**src/rtl/pe_ws_os_if.sv**
```systemverilog
// pe_ws_os_if: bundles the per-cell data, weight and control signals of one
// systolic processing element.
//   master : array-side driver (activations, partial sums, weights, control)
//   slave  : the processing element itself
// Ports carried:
//   active, mode, acc_clr, datain, sumin, win, wwrite, wswap   (towards PE)
//   maccout, dataout, wout, wwriteout, wswapout, activeout, ovf (from PE)
interface pe_ws_os_if #(
    parameter int DATA_W = 8,
    parameter int W_W    = 8,
    parameter int ACC_W  = 16
);
    logic                     active;
    logic                     mode;
    logic                     acc_clr;
    logic signed [DATA_W-1:0] datain;
    logic signed [ACC_W-1:0]  sumin;
    logic signed [W_W-1:0]    win;
    logic                     wwrite;
    logic                     wswap;
    logic signed [ACC_W-1:0]  maccout;
    logic signed [DATA_W-1:0] dataout;
    logic signed [W_W-1:0]    wout;
    logic                     wwriteout;
    logic                     wswapout;
    logic                     activeout;
    logic                     ovf;

    modport master (
        output active, mode, acc_clr, datain, sumin, win, wwrite, wswap,
        input  maccout, dataout, wout, wwriteout, wswapout, activeout, ovf
    );

    modport slave (
        input  active, mode, acc_clr, datain, sumin, win, wwrite, wswap,
        output maccout, dataout, wout, wwriteout, wswapout, activeout, ovf
    );
endinterface

```
**src/rtl/pe_ws_os.sv**
```systemverilog
// pe_ws_os: parametrised systolic MAC cell with double-buffered weights.
// Runs weight-stationary (mode=0, partial sum arrives on sumin) or
// output-stationary (mode=1, sum accumulates in place).
// Ports:
//   clock        rising-edge clock
//   rst_n        asynchronous active-low reset, clears every register
//   bus (slave)  pe_ws_os_if: data/weight/control in, registered results out
// Configuration macro:
//   PE_SAT_EN    defined   -> saturating additions, sticky ovf flag
//                undefined -> additions wrap modulo 2^ACC_W, ovf tied to 0
module pe_ws_os #(
    parameter int DATA_W = 8,
    parameter int W_W    = 8,
    parameter int ACC_W  = 16
) (
    input  logic          clock,
    input  logic          rst_n,
    pe_ws_os_if.slave     bus
);
    localparam int PROD_W = DATA_W + W_W;

    logic signed [W_W-1:0]    shadow_w_r;
    logic signed [W_W-1:0]    act_w_r;
    logic signed [DATA_W-1:0] dataout_r;
    logic signed [ACC_W-1:0]  macc_r;
    logic signed [ACC_W-1:0]  macc_next_s;
    logic signed [ACC_W-1:0]  addend_s;
    logic signed [ACC_W-1:0]  prod_ext_s;
    logic signed [PROD_W-1:0] prod_s;
    logic                     wwrite_r;
    logic                     wswap_r;
    logic                     active_r;

`ifdef PE_SAT_EN
    // One guard bit above the accumulator exposes signed overflow.
    logic [ACC_W:0]           sum_s;
    logic                     add_hit_s;
    logic                     ovf_next_s;
    logic                     ovf_r;

    // True when the guard bit disagrees with the accumulator sign bit.
    function automatic logic sum_overflows(input logic [ACC_W:0] s);
        return s[ACC_W] ^ s[ACC_W-1];
    endfunction

    // Clamp an overflowed sum to the extreme of the sign indicated by the guard bit.
    function automatic logic [ACC_W-1:0] sat_clamp(input logic [ACC_W:0] s);
        logic [ACC_W-1:0] r;
        if (sum_overflows(s)) begin
            r = s[ACC_W] ? {1'b1, {(ACC_W-1){1'b0}}} : {1'b0, {(ACC_W-1){1'b1}}};
        end else begin
            r = s[ACC_W-1:0];
        end
        return r;
    endfunction
`else
    logic signed [ACC_W-1:0]  sum_s;
`endif

    // Full-precision product against the active weight, sign-extended, and the adder.
    always_comb begin
        prod_s     = PROD_W'(bus.datain) * PROD_W'(act_w_r);
        prod_ext_s = ACC_W'(prod_s);
        addend_s   = bus.mode ? macc_r : bus.sumin;
`ifdef PE_SAT_EN
        sum_s      = {addend_s[ACC_W-1], addend_s} + {prod_ext_s[ACC_W-1], prod_ext_s};
`else
        sum_s      = addend_s + prod_ext_s;
`endif
    end

    // Next accumulator value: compute when active, hold (or OS clear) when stalled.
    always_comb begin
        macc_next_s = macc_r;
`ifdef PE_SAT_EN
        add_hit_s   = 1'b0;
`endif
        if (bus.active) begin
            if (bus.mode && bus.acc_clr) begin
                macc_next_s = prod_ext_s;
            end else begin
`ifdef PE_SAT_EN
                macc_next_s = sat_clamp(sum_s);
                add_hit_s   = sum_overflows(sum_s);
`else
                macc_next_s = sum_s;
`endif
            end
        end else begin
            if (bus.mode && bus.acc_clr) begin
                macc_next_s = {ACC_W{1'b0}};
            end else begin
                macc_next_s = macc_r;
            end
        end
    end

    // Data-path registers: accumulator and activation pass-through.
    always_ff @(posedge clock or negedge rst_n) begin
        if (!rst_n) begin
            macc_r    <= {ACC_W{1'b0}};
            dataout_r <= {DATA_W{1'b0}};
        end else begin
            macc_r <= macc_next_s;
            if (bus.active) begin
                dataout_r <= bus.datain;
            end
        end
    end

    // Double-buffered weights; a simultaneous write and swap moves the pre-write shadow.
    always_ff @(posedge clock or negedge rst_n) begin
        if (!rst_n) begin
            shadow_w_r <= {W_W{1'b0}};
            act_w_r    <= {W_W{1'b0}};
        end else begin
            if (bus.wwrite) begin
                shadow_w_r <= bus.win;
            end
            if (bus.wswap) begin
                act_w_r <= shadow_w_r;
            end
        end
    end

    // One-cycle delayed control copies that ripple to the neighbouring cells.
    always_ff @(posedge clock or negedge rst_n) begin
        if (!rst_n) begin
            wwrite_r <= 1'b0;
            wswap_r  <= 1'b0;
            active_r <= 1'b0;
        end else begin
            wwrite_r <= bus.wwrite;
            wswap_r  <= bus.wswap;
            active_r <= bus.active;
        end
    end

`ifdef PE_SAT_EN
    // acc_clr takes precedence over a same-cycle overflow.
    assign ovf_next_s = bus.acc_clr ? 1'b0 : (ovf_r | add_hit_s);

    // Sticky saturation flag.
    always_ff @(posedge clock or negedge rst_n) begin
        if (!rst_n) begin
            ovf_r <= 1'b0;
        end else begin
            ovf_r <= ovf_next_s;
        end
    end

    assign bus.ovf = ovf_r;
`else
    assign bus.ovf = 1'b0;
`endif

    assign bus.maccout   = macc_r;
    assign bus.dataout   = dataout_r;
    assign bus.wout      = shadow_w_r;
    assign bus.wwriteout = wwrite_r;
    assign bus.wswapout  = wswap_r;
    assign bus.activeout = active_r;
endmodule

```
**src/flat_wrapper.sv**
```systemverilog
// flat-port wrapper written by rule: the top's interface ports become plain ports
module pe_ws_os_flat 
#(
    parameter int DATA_W = 8,
    parameter int W_W    = 8,
    parameter int ACC_W  = 16
)
  (clock, rst_n, bus_active, bus_mode, bus_acc_clr, bus_datain, bus_sumin, bus_win, bus_wwrite, bus_wswap, bus_maccout, bus_dataout, bus_wout, bus_wwriteout, bus_wswapout, bus_activeout, bus_ovf);
  pe_ws_os_if #(.DATA_W(DATA_W), .W_W(W_W), .ACC_W(ACC_W)) bus_i ();
  input  logic clock;
  input  logic rst_n;
  input wire logic [$bits(bus_i.active)-1:0] bus_active;
  input wire logic [$bits(bus_i.mode)-1:0] bus_mode;
  input wire logic [$bits(bus_i.acc_clr)-1:0] bus_acc_clr;
  input wire logic [$bits(bus_i.datain)-1:0] bus_datain;
  input wire logic [$bits(bus_i.sumin)-1:0] bus_sumin;
  input wire logic [$bits(bus_i.win)-1:0] bus_win;
  input wire logic [$bits(bus_i.wwrite)-1:0] bus_wwrite;
  input wire logic [$bits(bus_i.wswap)-1:0] bus_wswap;
  output wire logic [$bits(bus_i.maccout)-1:0] bus_maccout;
  output wire logic [$bits(bus_i.dataout)-1:0] bus_dataout;
  output wire logic [$bits(bus_i.wout)-1:0] bus_wout;
  output wire logic [$bits(bus_i.wwriteout)-1:0] bus_wwriteout;
  output wire logic [$bits(bus_i.wswapout)-1:0] bus_wswapout;
  output wire logic [$bits(bus_i.activeout)-1:0] bus_activeout;
  output wire logic [$bits(bus_i.ovf)-1:0] bus_ovf;
  assign bus_i.active = bus_active;
  assign bus_i.mode = bus_mode;
  assign bus_i.acc_clr = bus_acc_clr;
  assign bus_i.datain = bus_datain;
  assign bus_i.sumin = bus_sumin;
  assign bus_i.win = bus_win;
  assign bus_i.wwrite = bus_wwrite;
  assign bus_i.wswap = bus_wswap;
  assign bus_maccout = bus_i.maccout;
  assign bus_dataout = bus_i.dataout;
  assign bus_wout = bus_i.wout;
  assign bus_wwriteout = bus_i.wwriteout;
  assign bus_wswapout = bus_i.wswapout;
  assign bus_activeout = bus_i.activeout;
  assign bus_ovf = bus_i.ovf;
  pe_ws_os #(.DATA_W(DATA_W), .W_W(W_W), .ACC_W(ACC_W)) u_core (.clock(clock), .rst_n(rst_n), .bus(bus_i));
endmodule
```
**config.mk**
```make
export PLATFORM = sky130hd
export DESIGN_NAME = pe_ws_os_flat
export DESIGN_NICKNAME = d
export VERILOG_FILES = /design/src/rtl/pe_ws_os_if.sv /design/src/rtl/pe_ws_os.sv /design/src/flat_wrapper.sv
export SDC_FILE = /design/constraint.sdc
export NUM_CORES = 1
export LEC_CHECK = 0
export CORE_MARGIN = 2
export CORE_UTILIZATION = 40
export DETAILED_ROUTE_END_ITERATION = 16
export PLACE_DENSITY = 0.66
export SYNTH_ARGS = -nofsm -noshare
export SYNTH_HDL_FRONTEND = slang
export SYNTH_SLANG_ARGS = --single-unit
```
**constraint.sdc**
```tcl
create_clock -name clock -period 7.2 [get_ports clock]
set_input_delay 1.44 -clock clock [delete_from_list [all_inputs] [get_ports clock]]
set_output_delay 1.44 -clock clock [all_outputs]
set_load 0.01 [all_outputs]
```
* Word level (Yosys, flattened, before mapping)
Cells that the tools add are included.
Storage, ports and cells: register bits after elaboration 43, input port bits 39, output and inout bits 36
Cells by class: $add $sub $neg 1, $mul 1, multiplexer cells 4, reductions and logical operators 2
Operators by type and width (count):
- 16-bit 2-to-1 mux | 4
- 16-bit adder | 1
- 8-bit by 8-bit multiplier with 16-bit output | 1
- 2-bit nonzero test | 1
- 1-bit logical AND | 1

* Logic depth before layout (Yosys ltp)
depth after elaboration 4, mapped depth 25, gate-level depth less buffers 24

* Least setup slack after synthesis
No wires, ideal clock.
path type input-to-reg, start point input bus_datain[7], end point register u_core.macc_r[15], in the netlist u_core.bus.maccout[15], arrival time 6.455 ns, required time 7.061 ns, setup slack 0.606 ns, stages 24, buffers on the path 1, cell sequence clkbuf_1 -> and2_1 -> fa_1 -> inv_1 -> fa_1 -> inv_1 -> fa_1 -> inv_1 -> fa_1 -> inv_1 -> ha_1 -> a21oi_2 -> o21bai_1 -> a2111o_1 -> a31o_1 -> a21oi_2 -> xnor2_1 -> ha_1 -> and2_1 -> o21ai_0 -> o31ai_1 -> a311oi_1 -> a211o_1 -> o21ai_0
Between the ends: word-level cells in the longest chain between the ends 4
Ends and longest elaborated chain:
- from (decl) | RTL line flat_wrapper.sv:15 | input wire logic [$bits(bus_i.datain)-1:0] bus_datain;
- 8-bit by 8-bit multiplier with 16-bit output * | RTL line pe_ws_os.sv:62 | prod_s = PROD_W'(bus.datain) * PROD_W'(act_w_r);
- 16-bit adder | RTL line pe_ws_os.sv:68 | sum_s = addend_s + prod_ext_s;
- 16-bit 2-to-1 mux * | RTL line pe_ws_os.sv:79 | if (bus.mode && bus.acc_clr) begin
- 16-bit 2-to-1 mux * | RTL line pe_ws_os.sv:78 | if (bus.active) begin
- to (signal assigned) | RTL line pe_ws_os.sv:101 | macc_r <= {ACC_W{1'b0}};
- to (signal assigned) | RTL line pe_ws_os.sv:104 | macc_r <= macc_next_s;
- to (decl) | RTL line pe_ws_os.sv:25 | logic signed [ACC_W-1:0] macc_r;
Every way passes the cells marked *; elsewhere a longest branch is shown, timed or not. A chain may end at the register's enable or synchronous reset.

* Worst setup path after layout
start point input bus_datain[5], end point register u_core.macc_r[15], in the netlist u_core.bus.maccout[15]
The elaborated chain is that of the path after synthesis.

==> summary.md <==
| Metric | Value |
|---|---|
| Run status | `completed` |
| Final count of pins violating max slew | `0` |
| Async set or reset register ratio after synthesis | `1.00` |
| Dominant synthesized flop cell | `dfrtp_1` |
| Most instantiated library cell after synthesis | `inv_1` |
| Via/cell ratio | `5.00` |
| TritonCTS buffer count | `5` |
| Synthesized area | `4990 um^2` |
| Total number of placement rows | `40` |
| Post-Syn Nets | `659` |
| Global-route wire length before repair | `20.5 mm` |
| Critical-path maximum fanout | `4` |
| Vias after detailed routing | `3916` |
| Register cell area after layout | `1080 um^2` |
| Maximum frequency from static timing analysis | `144 MHz` |
| Share of Yosys cell area claimed by the top area cell type | `0.225` |
| Antenna viol nets, final | `0` |
| Largest net degree at the start of global routing | `44` |
| Yosys synthesis warning count | `0` |
| Endpoints failing setup | `0` |
| Core Region | `12100 um^2` |
| Hold Vio Cnt, Final | `0` |
| Top cell types by occurrence after synthesis | `inv_1, fa_1, and2_1, ha_1, dfrtp_1` |
| Clk_skew | `0.00684 ns` |
| Transition time of the tightest slew-check pin | `0.997 ns` |
| Bufs on Longest Clock Path | `2` |
| CTS tree | `done` |
| DRT Wirelength | `11.7 mm` |
| IO Port Bufs | `73` |
| Number of buffers inserted for hold repair after clock tree synthesis | `0` |
| Part of the cycle the worst path needs | `0.962` |
| Clock root buffer master | `clkbuf_16` |
| Synthesized area per cell | `9.60 um^2` |
| CP arrival | `7.07 ns` |
| Pre-antenna DRT Iters | `4` |
| Critical Path Source Type | `input pin` |
| Design Area, Final | `6300 um^2` |
| Number of antenna cells inserted | `0` |
| Latest clock arrival within the worst-skew pair | `0.30 ns` |
| Required time at the endpoint of the critical path | `7.35 ns` |
| Nature of the critical path endpoint | `register` |
| Combined area of the multi-input logic cells | `3570 um^2` |
| CTS sink cnt | `43` |
| Total negative slack | `0 ns` |
| Routed len/inst | `15.0 um` |
| Number of enable flip-flop cells after synthesis | `0` |
| Cell types with the largest area share after synthesis | `fa_1, dfrtp_1, ha_1` |
| Class of the tightest hold or removal check | `register to register` |
| Flops & latches, synth | `43` |
| Gate count of the mapped netlist | `520` |
| HPWL Detailed | `9.51 mm` |
| Global router's overall resource usage | `0.196` |
| Total congestion overflow | `0` |
| Count of different cell masters after synthesis | `44` |
| Shortest clock period the worst path allows after layout | `6.92 ns` |
| Violation count after the first detailed-routing iteration | `172` |
| Final standard cell utilization of the core | `0.520` |
| Share of cells above drive strength 1 | `0.135` |
| Remaining design rule violation count | `0` |
| Antenna violations before repair | `1` |
| Area added between synthesis and finish | `26.1%` |
| Number of global-route vias before repair | `4347` |
| Max-slew headroom at the worst pin | `0.335` |
| H-tree levels | `2` |
| Max-capacitance violation count | `0` |
| Effective utilization at floorplan | `0.412` |
| Count of filler cells inserted in the layout | `1147` |
| Sequential-to-total area share from yosys stat | `0.216` |
| Die Wd | `116 um` |
| Crit Path Class | `input pin to register` |
| Clock transition at the register clock pins on the worst setup and hold paths after CTS | `0.07 ns` |
| Cell area after placement | `6080 um^2` |
| Die height | `116 um` |
| Net count, final | `753` |
| Routability cong. | `0.876` |
| Largest area contributor in the netlist | `fa_1` |
| Die Area | `13400 um^2` |
| Top-level I/O count | `75` |
==> cells by family (layout without fill, tap and decap cells) <==
family | count (synthesis) | in the layout | share of synthesized area
other | 1 | 1 | 0.000751
muxes | 42 | 42 | 0.0940
AOI/OAI and AO/OA | 82 | 82 | 0.106
and+or+nand+nor | 127 | 127 | 0.127
DFF | 43 | 43 | 0.216
buffers and inverters | 98 | 193 | 0.0744
adders and majority gates | 100 | 100 | 0.335
xor gates and xnor gates | 27 | 27 | 0.0474
==> path summary, 6_finish.rpt <==
kind	start	end	slack (ns)	depth (start not counted)
min in group asynchronous	rst_n	u_core.bus.maccout[6]	1.31	1
min reg2reg	u_core.bus.maccout[1]	u_core.bus.maccout[1]	0.50	2
max	bus_datain[5]	u_core.bus.maccout[15]	0.28	24
min	u_core.bus.maccout[1]	u_core.bus.maccout[1]	0.50	2
max in group asynchronous	rst_n	u_core.bus.dataout[5]	5.26	1
max reg2reg	u_core.act_w_r[0]	u_core.bus.maccout[15]	1.27	23
==> repair_timing <==
item / 4_1_cts / 5_1_grt
setup buffers: 0 / 0
setup endpoints to repair: 0 / 2
resized for setup: 0 / 11
==> routing by layer <==
metal  global-route usage  vias to the layer above  share of wire
met1                0.238                     1925           0.42
met2                0.361                       93           0.52
met3               0.0314                       21          0.039
li1                     -                     1877              -
met5                    0                        -              0
met4               0.0548                        0          0.020
==> cell usage in the layout, fill, tap and decap left out, types with 2 or more instances in the layout <==
| cell type | instances |
|---|---|
| clkbuf_16 | 5 |
| xor2_1 | 5 |
| clkdlybuf4s50_1 | 67 |
| dlymetal6s2s_1 | 5 |
| a21oi_1 | 22 |
| o21ai_1 | 2 |
| and2_1 | 44 |
| fa_1 | 56 |
| nor4_1 | 2 |
| o31ai_1 | 3 |
| a31oi_1 | 2 |
| nand4_1 | 2 |
| ha_1 | 44 |
| nand2_1 | 35 |
| a21o_1 | 4 |
| a21oi_2 | 2 |
| buf_4 | 27 |
| o21bai_1 | 7 |
| nor2_1 | 25 |
| dfrtp_1 | 43 |
| mux2_2 | 39 |
| nand2b_1 | 2 |
| nor3_1 | 6 |
| inv_1 | 85 |
| mux2i_1 | 3 |
| o21ai_0 | 20 |
| xnor2_1 | 21 |
| o21a_1 | 2 |
| a211oi_1 | 4 |
| a22o_1 | 4 |
| nand3_1 | 5 |
==> final cells by class <==
| class | count | area share |
|---|---|---|
| clock buffers | 6 | 0.0221 |
| clock inverters | 2 | 0.00616 |
| inverters | 85 | 0.0507 |
| multi-input cells | 379 | 0.567 |
| flip-flops and latches | 43 | 0.171 |
| well taps | 168 | 0.0334 |
| repair buffers | 100 | 0.149 |
==> stage by stage <==
stage,hold WS [ns],setup WS (ns),std cells
finish,0.500,0.275,783
global route,0.539,-0.0388,783
CTS,0.503,0.206,783
detailed placement,0.489,-0.0914,775
global placement,0.494,0.0198,775
floorplan,0.529,0.606,520
==> critical path: stages <==
cell             delay, ns
clkdlybuf4s50_1       0.46
buf_4                 0.17
and2_1                0.15
ha_1                  0.29
fa_1                  0.52
inv_1                 0.07
fa_1                  0.49
fa_1                  0.49
inv_1                 0.04
ha_1                  0.32
a21o_1                0.18
a21oi_2               0.16
o21bai_1              0.10
a2111o_1              0.44
a31o_1                0.23
a21oi_2               0.17
xnor2_2               0.15
ha_1                  0.27
and2_1                0.13
o21ai_0               0.14
o31ai_1               0.10
a311oi_1              0.33
a211o_1               0.17
o21ai_1               0.06
==> sequential cells by signal, summed over array words and instances (netlist names) <==
| signal | cells |
|---|---|
| u_core.act_w_r | 8 |
| u_core.bus.maccout | 16 |
| u_core.bus.wout | 8 |
| u_core.bus.dataout | 8 |
| u_core.bus.activeout | 1 |
| u_core.bus.wswapout | 1 |
| u_core.bus.wwriteout | 1 |
Power is left out: the tool's default activity adds up to more than one toggle a clock period on the data nets, which glitch-free logic cannot reach.
